===== src/rtl/text_overlay_anim.sv =====
// text_overlay_anim: animated NUM_LINES x LINE_LEN text overlay (static, fall, reveal, blink) over VGA.
// Define TEXT_OVERLAY_SHADOW_EN to add a drop shadow offset by (SCALE, SCALE).
module text_overlay_anim #(
  parameter int NUM_LINES = 2,
  parameter int LINE_LEN = 12,
  parameter int SCALE = 2,
  parameter int LINE_GAP = 4,
  parameter int TEXT_X = 224,
  parameter int TARGET_Y = 336,
  parameter int FALL_STEP = 4,
  parameter int REVEAL_FRAMES = 4,
  parameter int BLINK_FRAMES = 30,
  parameter logic [5:0] TEXT_COLOR = 6'b111111
) (
  input  logic       clk,
  input  logic       rst_n,
  input  logic [9:0] x,
  input  logic [9:0] y,
  input  logic       active,
  input  logic       next_frame,
  input  logic       wr_en,
  input  logic [1:0] wr_line,
  input  logic [3:0] wr_col,
  input  logic [4:0] wr_char,
  input  logic [1:0] mode,
  input  logic       start,
  output logic       busy,
  output logic       done,
  output logic       draw,
  output logic [5:0] rgb
);
  localparam int CH = 8 * SCALE;
  localparam int PITCH = CH + LINE_GAP;
  localparam int TOTAL = NUM_LINES * LINE_LEN;
  localparam int SH = $clog2(SCALE);
  localparam int IW = TOTAL > 1 ? $clog2(TOTAL) : 1;
  localparam int RW = $clog2(TOTAL + 1);
  localparam int FMAX = REVEAL_FRAMES > BLINK_FRAMES ? REVEAL_FRAMES : BLINK_FRAMES;
  localparam int FW = $clog2(FMAX + 1);
  localparam logic [5:0] TEXT_RGB = {TEXT_COLOR[5], TEXT_COLOR[3], TEXT_COLOR[1],
                                     TEXT_COLOR[4], TEXT_COLOR[2], TEXT_COLOR[0]};

  typedef enum logic [1:0] {IDLE, FALL, REVEAL, BLINK} state_t;

  state_t state, state_n;
  logic [4:0] chars [TOTAL];
  logic [9:0] base_y, base_y_n;
  logic [RW-1:0] reveal_cnt, reveal_n;
  logic [FW-1:0] frame_cnt, frame_n;
  logic visible, visible_n, done_n, wrap, text_on, pix_on;
  logic [10:0] step;
  logic [5:0] pix_rgb;

  // glyph rows packed MSB-first, leftmost pixel in the top bit of each row
  function automatic logic [63:0] glyph(input logic [4:0] c);
    case (c)
      5'd1:    glyph = 64'hC6C6C6D6FEEEC600;
      5'd2:    glyph = 64'h386CC6FEC6C6C600;
      5'd3:    glyph = 64'h7E18181818181800;
      5'd4:    glyph = 64'hFEC0C0FCC0C0FE00;
      5'd5:    glyph = 64'hFCC6C6FCD8CCC600;
      5'd6:    glyph = 64'hC0C0C0C0C0C0FE00;
      5'd7:    glyph = 64'h7CC6C6C6C6C67C00;
      5'd8:    glyph = 64'hC6E6F6DECEC6C600;
      5'd9:    glyph = 64'h7CC6C0CEC6C67E00;
      5'd10:   glyph = 64'h7E18181818187E00;
      default: glyph = 64'h0;
    endcase
  endfunction

  function automatic logic lit(input logic [10:0] px, input logic [10:0] py);
    logic [10:0] xo, yo, top;
    logic [63:0] g;
    int idx;
    lit = 1'b0;
    xo = px - 11'(TEXT_X);
    for (int k = 0; k < NUM_LINES; k++) begin
      top = {1'b0, base_y} + 11'(k * PITCH);
      yo = py - top;
      idx = k * LINE_LEN + int'(xo >> (SH + 3));
      if (px >= 11'(TEXT_X) && int'(xo) < LINE_LEN * CH && py >= top && int'(yo) < CH &&
          int'(top) <= 1024 - CH && idx < int'(reveal_cnt)) begin
        g = glyph(chars[IW'(idx)]);
        lit = g[{~yo[SH+2:SH], ~xo[SH+2:SH]}];
      end
    end
  endfunction

`ifdef TEXT_OVERLAY_SHADOW_EN
  localparam logic [5:0] SHADOW_RGB = 6'b000111;
  logic shadow_on;
  always_comb begin
    text_on = active && visible && lit({1'b0, x}, {1'b0, y});
    shadow_on = active && visible && !text_on && lit({1'b0, x} - 11'(SCALE), {1'b0, y} - 11'(SCALE));
    pix_on = text_on || shadow_on;
    pix_rgb = text_on ? TEXT_RGB : shadow_on ? SHADOW_RGB : 6'b0;
  end
`else
  always_comb begin
    text_on = active && visible && lit({1'b0, x}, {1'b0, y});
    pix_on = text_on;
    pix_rgb = text_on ? TEXT_RGB : 6'b0;
  end
`endif

  assign busy = state == FALL || state == REVEAL;

  // start outranks a coincident frame tick; mode values map directly onto states
  always_comb begin
    state_n = state;
    base_y_n = base_y;
    reveal_n = reveal_cnt;
    visible_n = visible;
    frame_n = frame_cnt;
    done_n = 1'b0;
    step = {1'b0, base_y} + 11'(FALL_STEP);
    wrap = frame_cnt == (state == REVEAL ? FW'(REVEAL_FRAMES - 1) : FW'(BLINK_FRAMES - 1));
    if (start) begin
      state_n = state_t'(mode);
      base_y_n = mode == 2'd1 ? 10'd0 : 10'(TARGET_Y);
      reveal_n = mode == 2'd2 ? '0 : RW'(TOTAL);
      visible_n = 1'b1;
      frame_n = '0;
    end else if (next_frame && state == FALL) begin
      done_n = step >= 11'(TARGET_Y);
      base_y_n = done_n ? 10'(TARGET_Y) : step[9:0];
      state_n = done_n ? IDLE : FALL;
    end else if (next_frame && state == REVEAL) begin
      frame_n = wrap ? '0 : frame_cnt + 1'b1;
      reveal_n = reveal_cnt + RW'(wrap);
      done_n = wrap && reveal_cnt == RW'(TOTAL - 1);
      state_n = done_n ? IDLE : REVEAL;
    end else if (next_frame && state == BLINK) begin
      frame_n = wrap ? '0 : frame_cnt + 1'b1;
      visible_n = visible ^ wrap;
    end
  end

  always_ff @(posedge clk or negedge rst_n) begin
    if (!rst_n) begin
      state <= IDLE;
      base_y <= 10'(TARGET_Y);
      reveal_cnt <= RW'(TOTAL);
      visible <= 1'b1;
      frame_cnt <= '0;
      done <= 1'b0;
      draw <= 1'b0;
      rgb <= 6'b0;
    end else begin
      state <= state_n;
      base_y <= base_y_n;
      reveal_cnt <= reveal_n;
      visible <= visible_n;
      frame_cnt <= frame_n;
      done <= done_n;
      draw <= pix_on;
      rgb <= pix_rgb;
    end
  end

  always_ff @(posedge clk or negedge rst_n) begin
    if (!rst_n) begin
      for (int i = 0; i < TOTAL; i++) chars[i] <= 5'd0;
    end else if (wr_en && int'(wr_line) < NUM_LINES && int'(wr_col) < LINE_LEN) begin
      chars[IW'(int'(wr_line) * LINE_LEN + int'(wr_col))] <= wr_char;
    end
  end
endmodule


===== config.mk =====
export PLATFORM = sky130hd
export DESIGN_NAME = text_overlay_anim
export DESIGN_NICKNAME = d
export VERILOG_FILES = /design/src/rtl/text_overlay_anim.sv
export SDC_FILE = /design/constraint.sdc
export NUM_CORES = 1
export LEC_CHECK = 0
export BUFFER_PORTS_ARGS = -buffer_cell sky130_fd_sc_hd__buf_2
export CAP_MARGIN = 20
export CORE_ASPECT_RATIO = 1.5
export CORE_MARGIN = 5
export CORE_UTILIZATION = 45
export CTS_BUF_LIST = sky130_fd_sc_hd__clkbuf_8
export DETAILED_ROUTE_END_ITERATION = 16
export GPL_TIMING_DRIVEN = 0
export PLACE_DENSITY = 0.59
export RECOVER_POWER = 100
export REMOVE_ABC_BUFFERS = 1
export SYNTH_ARGS = -nofsm -noshare
export SYNTH_HDL_FRONTEND = slang
export SYNTH_SLANG_ARGS = --single-unit
export TNS_END_PERCENT = 30

===== constraint.sdc =====
create_clock -name clk -period 4.4 [get_ports clk]
set_input_delay 0 -clock clk [delete_from_list [all_inputs] [get_ports clk]]
set_output_delay 0 -clock clk [all_outputs]
set_load 0.05 [all_outputs]

Word level (Yosys, flattened, before mapping)
Memory sizes are Yosys's and may differ from the RTL's.
Cells that the tools add are included.
{ "totals": {"romBits": 1568, "memories": 2, "ff_bits": 151, "input_bits": 39} }
{ "mem_list": {"columns": ["name", "depth", "word_bits", "rd", "rd_clocked_by_memory_dff", "write_ports", "line_no", "rtl"], "rows": [
  ["(name not given)", 16, 49, 1, 0, 0, "56", "case (c)"],
  ["(name not given)", 16, 49, 1, 0, 0, "56", null]
]} }
{ "op_classes": {"mux": 46, "order_cmp": 19, "bitwise": 7, "n_reduce_logical": 27, "addsub": 9, "multipliers": 1, "eq_ne": 9} }
{ "op_table": {"columns": ["op", "count"], "rows": [
  ["2-to-1 mux 64 bit", 4],
  ["bitwise mux 120 bit", 1],
  ["2-to-1 mux 5 bit", 15],
  ["binary-select mux 5 bit (select 5 bit)", 2],
  ["2-to-1 mux 10 bit", 3],
  ["demux 5 bit (select 5 bit)", 1],
  ["< comparator 11 x 5 -> 1 bit, second input constant", 2],
  [">= comparator 5 x 6 -> 1 bit, second input constant", 3],
  ["logical AND 1 bit", 18],
  ["inverter 5 bit", 3],
  ["< comparator 6 x 7 -> 1 bit, second input constant", 2],
  ["binary-select mux 1 bit (select 6 bit)", 2],
  ["2-to-1 mux 1 bit", 12],
  ["adder 10 x 3 -> 11 bit, second input constant", 1],
  ["adder 10 x 5 -> 11 bit, second input constant", 1],
  [">= comparator 10 x 11 -> 1 bit", 1],
  [">= comparator 11 x 9 -> 1 bit, second input constant", 1],
  ["<= comparator 11 x 10 -> 1 bit, second input constant", 1],
  ["< comparator 11 x 8 -> 1 bit, second input constant", 1],
  ["subtractor 10 x 10 -> 11 bit", 1],
  ["subtractor 10 x 11 -> 11 bit", 1],
  ["subtractor 10 x 8 -> 11 bit, second input constant", 1],
  [">= comparator 10 bit", 1],
  [">= comparator 10 x 8 -> 1 bit, second input constant", 1],
  ["other kinds (26)", 39]
]} }

Logic depth before layout (Yosys ltp)
{ "logic_depth": {"ltp_word": 14, "mapped_depth": 20, "ltp_nobuf": 18} }

Least setup slack after synthesis
No wires, ideal clock.
{ "synth_path": {"kind": "input-to-reg", "start": "input port x[5]", "end": "register rgb[4]", "path_slack_ns": 0.119, "n_path_buf": 2, "stages": 16, "setup_ns": 0.066, "t_arrival_ns": 4.215, "required_ns": 4.334, "path_cell_list": "ha_1 xor2_2 inv_1 clkbuf_1 ha_1 xnor3_2 o31ai_1 inv_1 ha_1 clkbuf_1 nor2_1 o311a_1 o41ai_2 o221ai_1 a311oi_1 o32a_1"} }
{ "synth_between": {"elab_chain_cells": 14} }
{ "synth_rtl": {"columns": ["item", "line_no", "rtl"], "rows": [
  ["from (decl)", "17", "input logic [9:0] x,"],
  ["subtractor 10 x 8 -> 11 bit", "76", "xo = px - 11'(TEXT_X);"],
  ["adder 4 x 7 -> 8 bit / inverter 5 bit (equally long branches)", "80, 83", null],
  ["inverter 5 bit (implied by the code) / binary-select mux 5 bit (select 5 bit) (equally long branches)", "83", "g = glyph(chars[IW'(idx)]);"],
  ["binary-select mux 5 bit (select 5 bit) / 2-to-1 mux 5 bit (equally long branches)", "83", null],
  ["2-to-1 mux 5 bit (implied by the code)", "83", null],
  ["2-to-1 mux 5 bit (implied by the code) / memory (16 x 49 bit) (equally long branches)", null, null],
  ["memory (16 x 49 bit) / 2-to-1 mux 64 bit (equally long branches)", null, null],
  ["2-to-1 mux 64 bit, on equally long branches", "56, 81", null],
  ["2-to-1 mux 64 bit / binary-select mux 1 bit (select 6 bit) (equally long branches)", "81, 84", null],
  ["binary-select mux 1 bit (select 6 bit) / 2-to-1 mux 1 bit (equally long branches)", "84", "lit = g[{~yo[SH+2:SH], ~xo[SH+2:SH]}];"],
  ["2-to-1 mux 1 bit, on equally long branches", "84, 81", null],
  ["2-to-1 mux 1 bit (*)", "81", "if (px >= 11'(TEXT_X) && int'(xo) < LINE_LEN * CH && py >= top && int'(yo) < CH &&"],
  ["logical AND 1 bit (*)", "100", "text_on = active && visible && lit({1'b0, x}, {1'b0, y});"],
  ["via pix_on", "50", "logic visible, visible_n, done_n, wrap, text_on, pix_on;"],
  ["2-to-1 mux 6 bit (*)", "102", "pix_rgb = text_on ? TEXT_RGB : 6'b0;"],
  ["to (signal assigned)", "157", "rgb <= pix_rgb;"],
  ["to (decl)", "30", "output logic [5:0] rgb"]
]} }
The timed path passes the listed nets; every way through them passes the cells marked *. The select of a mux whose other input is x is not followed.
A chain may end at the register's enable or synchronous reset.

Final worst setup path
Ends and elaborated chain as after synthesis.

==> impl_metrics.env <==
export IMPL_status="complete, but fails checks"
export IMPL_failed_checks="max-capacitance violations, max-slew violations"
export IMPL_cp_slowest_cell="mux4_2"
export IMPL_initial_core_util_pct=45.52
export IMPL_dpl_instance_area_um2=10350
export IMPL_cp_data_required_time_ps=4760
export IMPL_place_congestion=0.8844
export IMPL_track_usage_pct=19.86
export IMPL_r2r_end="rgb[4]$_DFF_PN0_"
export IMPL_power_w=0.003928
export IMPL_area_delta_synth_final_pct=7.519
export IMPL_p_sw_w=0.001300
export IMPL_synthFlopType="dfrtp_1"
export IMPL_timing_fmax_ghz=0.2359
export IMPL_synthTopCellsByCount="dfrtp_1 (137), mux2_2 (85), nand2_1 (79)"
export IMPL_htreeDepth=4
export IMPL_p_int_w=0.002628
export IMPL_ys_seq_elements=143
export IMPL_finalClockSkew_ps=22.18
export IMPL_ff2ff_path_depth=15
export IMPL_synth_top_cell_area_share_pct=33.77
export IMPL_fill_cells=2115
export IMPL_io_buffers=45
export IMPL_global_route_overflow_total=0
export IMPL_yosysUniqueCellTypes=91
export IMPL_r2r_start="chars[91]$_DFFE_PN0P_"
export IMPL_yosysWarningCount=0
export IMPL_clkPwrFrac_pct=28.5
export IMPL_drt_initial_drc_count=528
export IMPL_powerDensity_nw_per_um2=359.9
export IMPL_fin_util_pct=48.95
export IMPL_dieArea_um2=25720
export IMPL_holdWs_ps=29.39
export IMPL_netSwitchingFraction_pct=33.09
export IMPL_grt_start_max_net_pins=82
export IMPL_crit_fanout=33
export IMPL_synth_edf_count=0
export IMPL_min_path_cells=2
export IMPL_worst_pin_slew_ps=3537
export IMPL_drt_vias_per_instance=6.035
export IMPL_fin_crit_sh_pct=96.35
export IMPL_clk_pin_slew_ps=90
export IMPL_crit_type="input port to flip-flop"
export IMPL_async_reset_ff_share_pct=100.0
export IMPL_cts_root_buf="clkbuf_8"
export IMPL_worstHoldEndpoint="chars[55]$_DFFE_PN0P_"
export IMPL_wl_per_cell_um=19.51
export IMPL_drv_slew=63
export IMPL_totalWireLength_mm=25.51
export IMPL_vias=7894
export IMPL_p_leak_nw=4.815
export IMPL_drv_cap=1
export IMPL_path_delay_family="compound AO/OA/AOI/OAI gates"
export IMPL_ant_nets=0
export IMPL_endpoint_kind="flip-flop"
export IMPL_cp_common_cell="inv_1"
export IMPL_rsz0062_at_grt="false"
export IMPL_dpl_hpwl_mm=18.85
export IMPL_core_area_um2=22300
export IMPL_cts_tree="built"
export IMPL_relSlewSlack_pct=-135.8
export IMPL_critPathLaunchType="input port"
export IMPL_cts_buffers=17
export IMPL_first_global_vias=7937
export IMPL_cts_num_sinks=143
export IMPL_max_stage_delay_ps=520
export IMPL_grt_pass1_wl_mm=41.43
export IMPL_ios=48
export IMPL_synth_area_top_cells="dfrtp_1 (34%), mux2_2 (9.4%), ha_1 (7.1%)"
export IMPL_yosysTopAreaCell="dfrtp_1"
export IMPL_drcViolationCount=0
export IMPL_cp_arrival_ps=4600
export IMPL_setup_viol=0
export IMPL_reg2reg_slack_ps=400
export IMPL_share_comb_of_total_power_pct=31.7
export IMPL_dieWidth_um=132.6
export IMPL_synth_seq_area_share_pct=35.33
export IMPL_sequentialPowerShare_pct=39.8
export IMPL_syn_area_um2=10150
export IMPL_ctsLongestPathBuffers=2
export IMPL_dr_pass1_iters=5
export IMPL_synth_avg_cell_area_um2=9.789
export IMPL_fin_setup_tns_ps=0
export IMPL_crit_buf_inv=5
export IMPL_finalHoldViolCount=0
export IMPL_worstPathCellList="buf_8 -> ha_4 -> xor2_4 -> inv_1 -> ha_1 -> inv_1 -> mux4_2 -> nand2_1 -> o31ai_2 -> buf_2 -> inv_1 -> ha_2 -> nand2_1 -> o21ai_0 -> nor3_1 -> o31ai_1 -> a41o_1 -> o311ai_1 -> o2111ai_1 -> o32a_1"
export IMPL_die_h_um=193.9
export IMPL_antenna_found_initial=0
export IMPL_vdd_ir_drop_worst_uv=296.4
export IMPL_drive_above_1_share_pct=21.51
export IMPL_hold_class="input port to flip-flop"
export IMPL_clk_latency_ps=460
export IMPL_post_route_min_period_ps=4239
export IMPL_yosysMostFrequentCell="dfrtp_1"
export IMPL_finalNetCount=1117
export IMPL_syn_inst=1037
export IMPL_rows=67
export IMPL_design_area_um2=10910
export IMPL_antenna_cells=0
export IMPL_min_from="wr_char[0]"
==> placed cells by master (no fill, tap or decap), types with 7 or more instances in the layout <==
| master | instances |
|---|---|
| a221oi_1 | 8 |
| nor4_1 | 9 |
| mux2i_1 | 11 |
| o21ai_0 | 41 |
| clkbuf_8 | 21 |
| or3_1 | 7 |
| o211ai_1 | 11 |
| nor2_1 | 63 |
| xnor2_1 | 19 |
| o31ai_1 | 10 |
| and3_1 | 9 |
| a21oi_1 | 49 |
| mux4_2 | 31 |
| mux2_2 | 85 |
| ha_1 | 56 |
| nand2b_1 | 8 |
| buf_2 | 34 |
| a31oi_1 | 14 |
| nand3_1 | 37 |
| o21a_1 | 10 |
| clkbuf_1 | 10 |
| dfrtp_1 | 137 |
| nand2_1 | 79 |
| nor3_1 | 19 |
| a211oi_1 | 8 |
| inv_1 | 51 |
| nor2b_1 | 10 |
| a22oi_1 | 8 |
| dlygate4sd3_1 | 9 |
| nand4_1 | 16 |
==> state kept, by name, indices dropped and copies added (netlist names) <==
name / cells
rgb: 1
visible: 1
frame_cnt: 5
state: 2
reveal_cnt: 5
base_y: 8
done: 1
chars: 120
==> area by class of cell <==
class                      count  area [um^2]  share of cell area [%]
sequential                   143         3586                   32.86
inverter                      55        210.2                   1.926
tap                          276        345.3                   3.164
timing repair buffer          60        390.4                   3.577
clock buffer                  21        289.0                   2.648
clock inverter                11        137.6                   1.261
multi-input combinational    742         5956                   54.57
==> repair_timing <==
| action | in CTS | in global routing |
|---|---|---|
| hold buffers | 9 | 0 |
| gates resized for setup | 7 | 3 |
| endpoints found under the hold margin | 72 | 0 |
| buffers inserted | 2 | 0 |
| setup endpoints to repair | 1 | 1 |
| pin swaps | 0 | 0 |
==> kinds of logic (layout without fill, tap and decap cells) <==
family / count (synthesis) / in the layout / synth area share [%]
xor+xnor: 28 / 28 / 2.823
fa+ha+maj: 59 / 59 / 7.346
other cells: 2 / 2 / 0.07398
flops: 143 / 143 / 35.33
buf+inv: 152 / 147 / 6.335
simple gates: 291 / 291 / 14.15
compound gates: 234 / 234 / 16.30
mux: 128 / 128 / 17.65
==> per-layer routing <==
| metal | part of all wire [%] | track usage (%) | vias to the layer above |
|---|---|---|---|
| met5 | 0 | 0 | - |
| met4 | 2.9 | 8.089 | 0 |
| met3 | 3.1 | 2.804 | 48 |
| met2 | 53 | 36.05 | 176 |
| met1 | 41 | 23.41 | 3897 |
| li1 | - | - | 3773 |
==> worst max-delay path by stage <==
stage          slack [ps]  from                to  cells after the start
6_report              160  x[5]  rgb[4]$_DFF_PN0_                     20
2_1_floorplan          -1  x[5]  rgb[4]$_DFF_PN0_                     14
3_5_place_dp        -1800  x[5]  rgb[4]$_DFF_PN0_                     18
4_1_cts               110  x[5]  rgb[4]$_DFF_PN0_                     20
5_1_grt                 3  x[5]  rgb[4]$_DFF_PN0_                     20
3_3_place_gp        -2420  x[5]  rgb[4]$_DFF_PN0_                     17
==> per-stage QoR <==
step / setup slack (ps) / std cells
after floorplan: -1.056 / 940
after global placement: -2416 / 1261
after detailed placement: -1804 / 1265
after CTS: 106.0 / 1308
after global routing: 3.061 / 1308
final: 160.5 / 1308
==> power groups by stage <==
stage	Combinational [W]	Sequential, W	Clock (W)
2_1_floorplan	0.000870	0.00156	0
3_3_place_gp	0.00119	0.00158	0
3_5_place_dp	0.00121	0.00159	0
4_1_cts	0.00124	0.00156	0.00115
5_1_grt	0.00136	0.00159	0.00121
6_report	0.00125	0.00156	0.00112
Power figures use the tool's default switching activity.
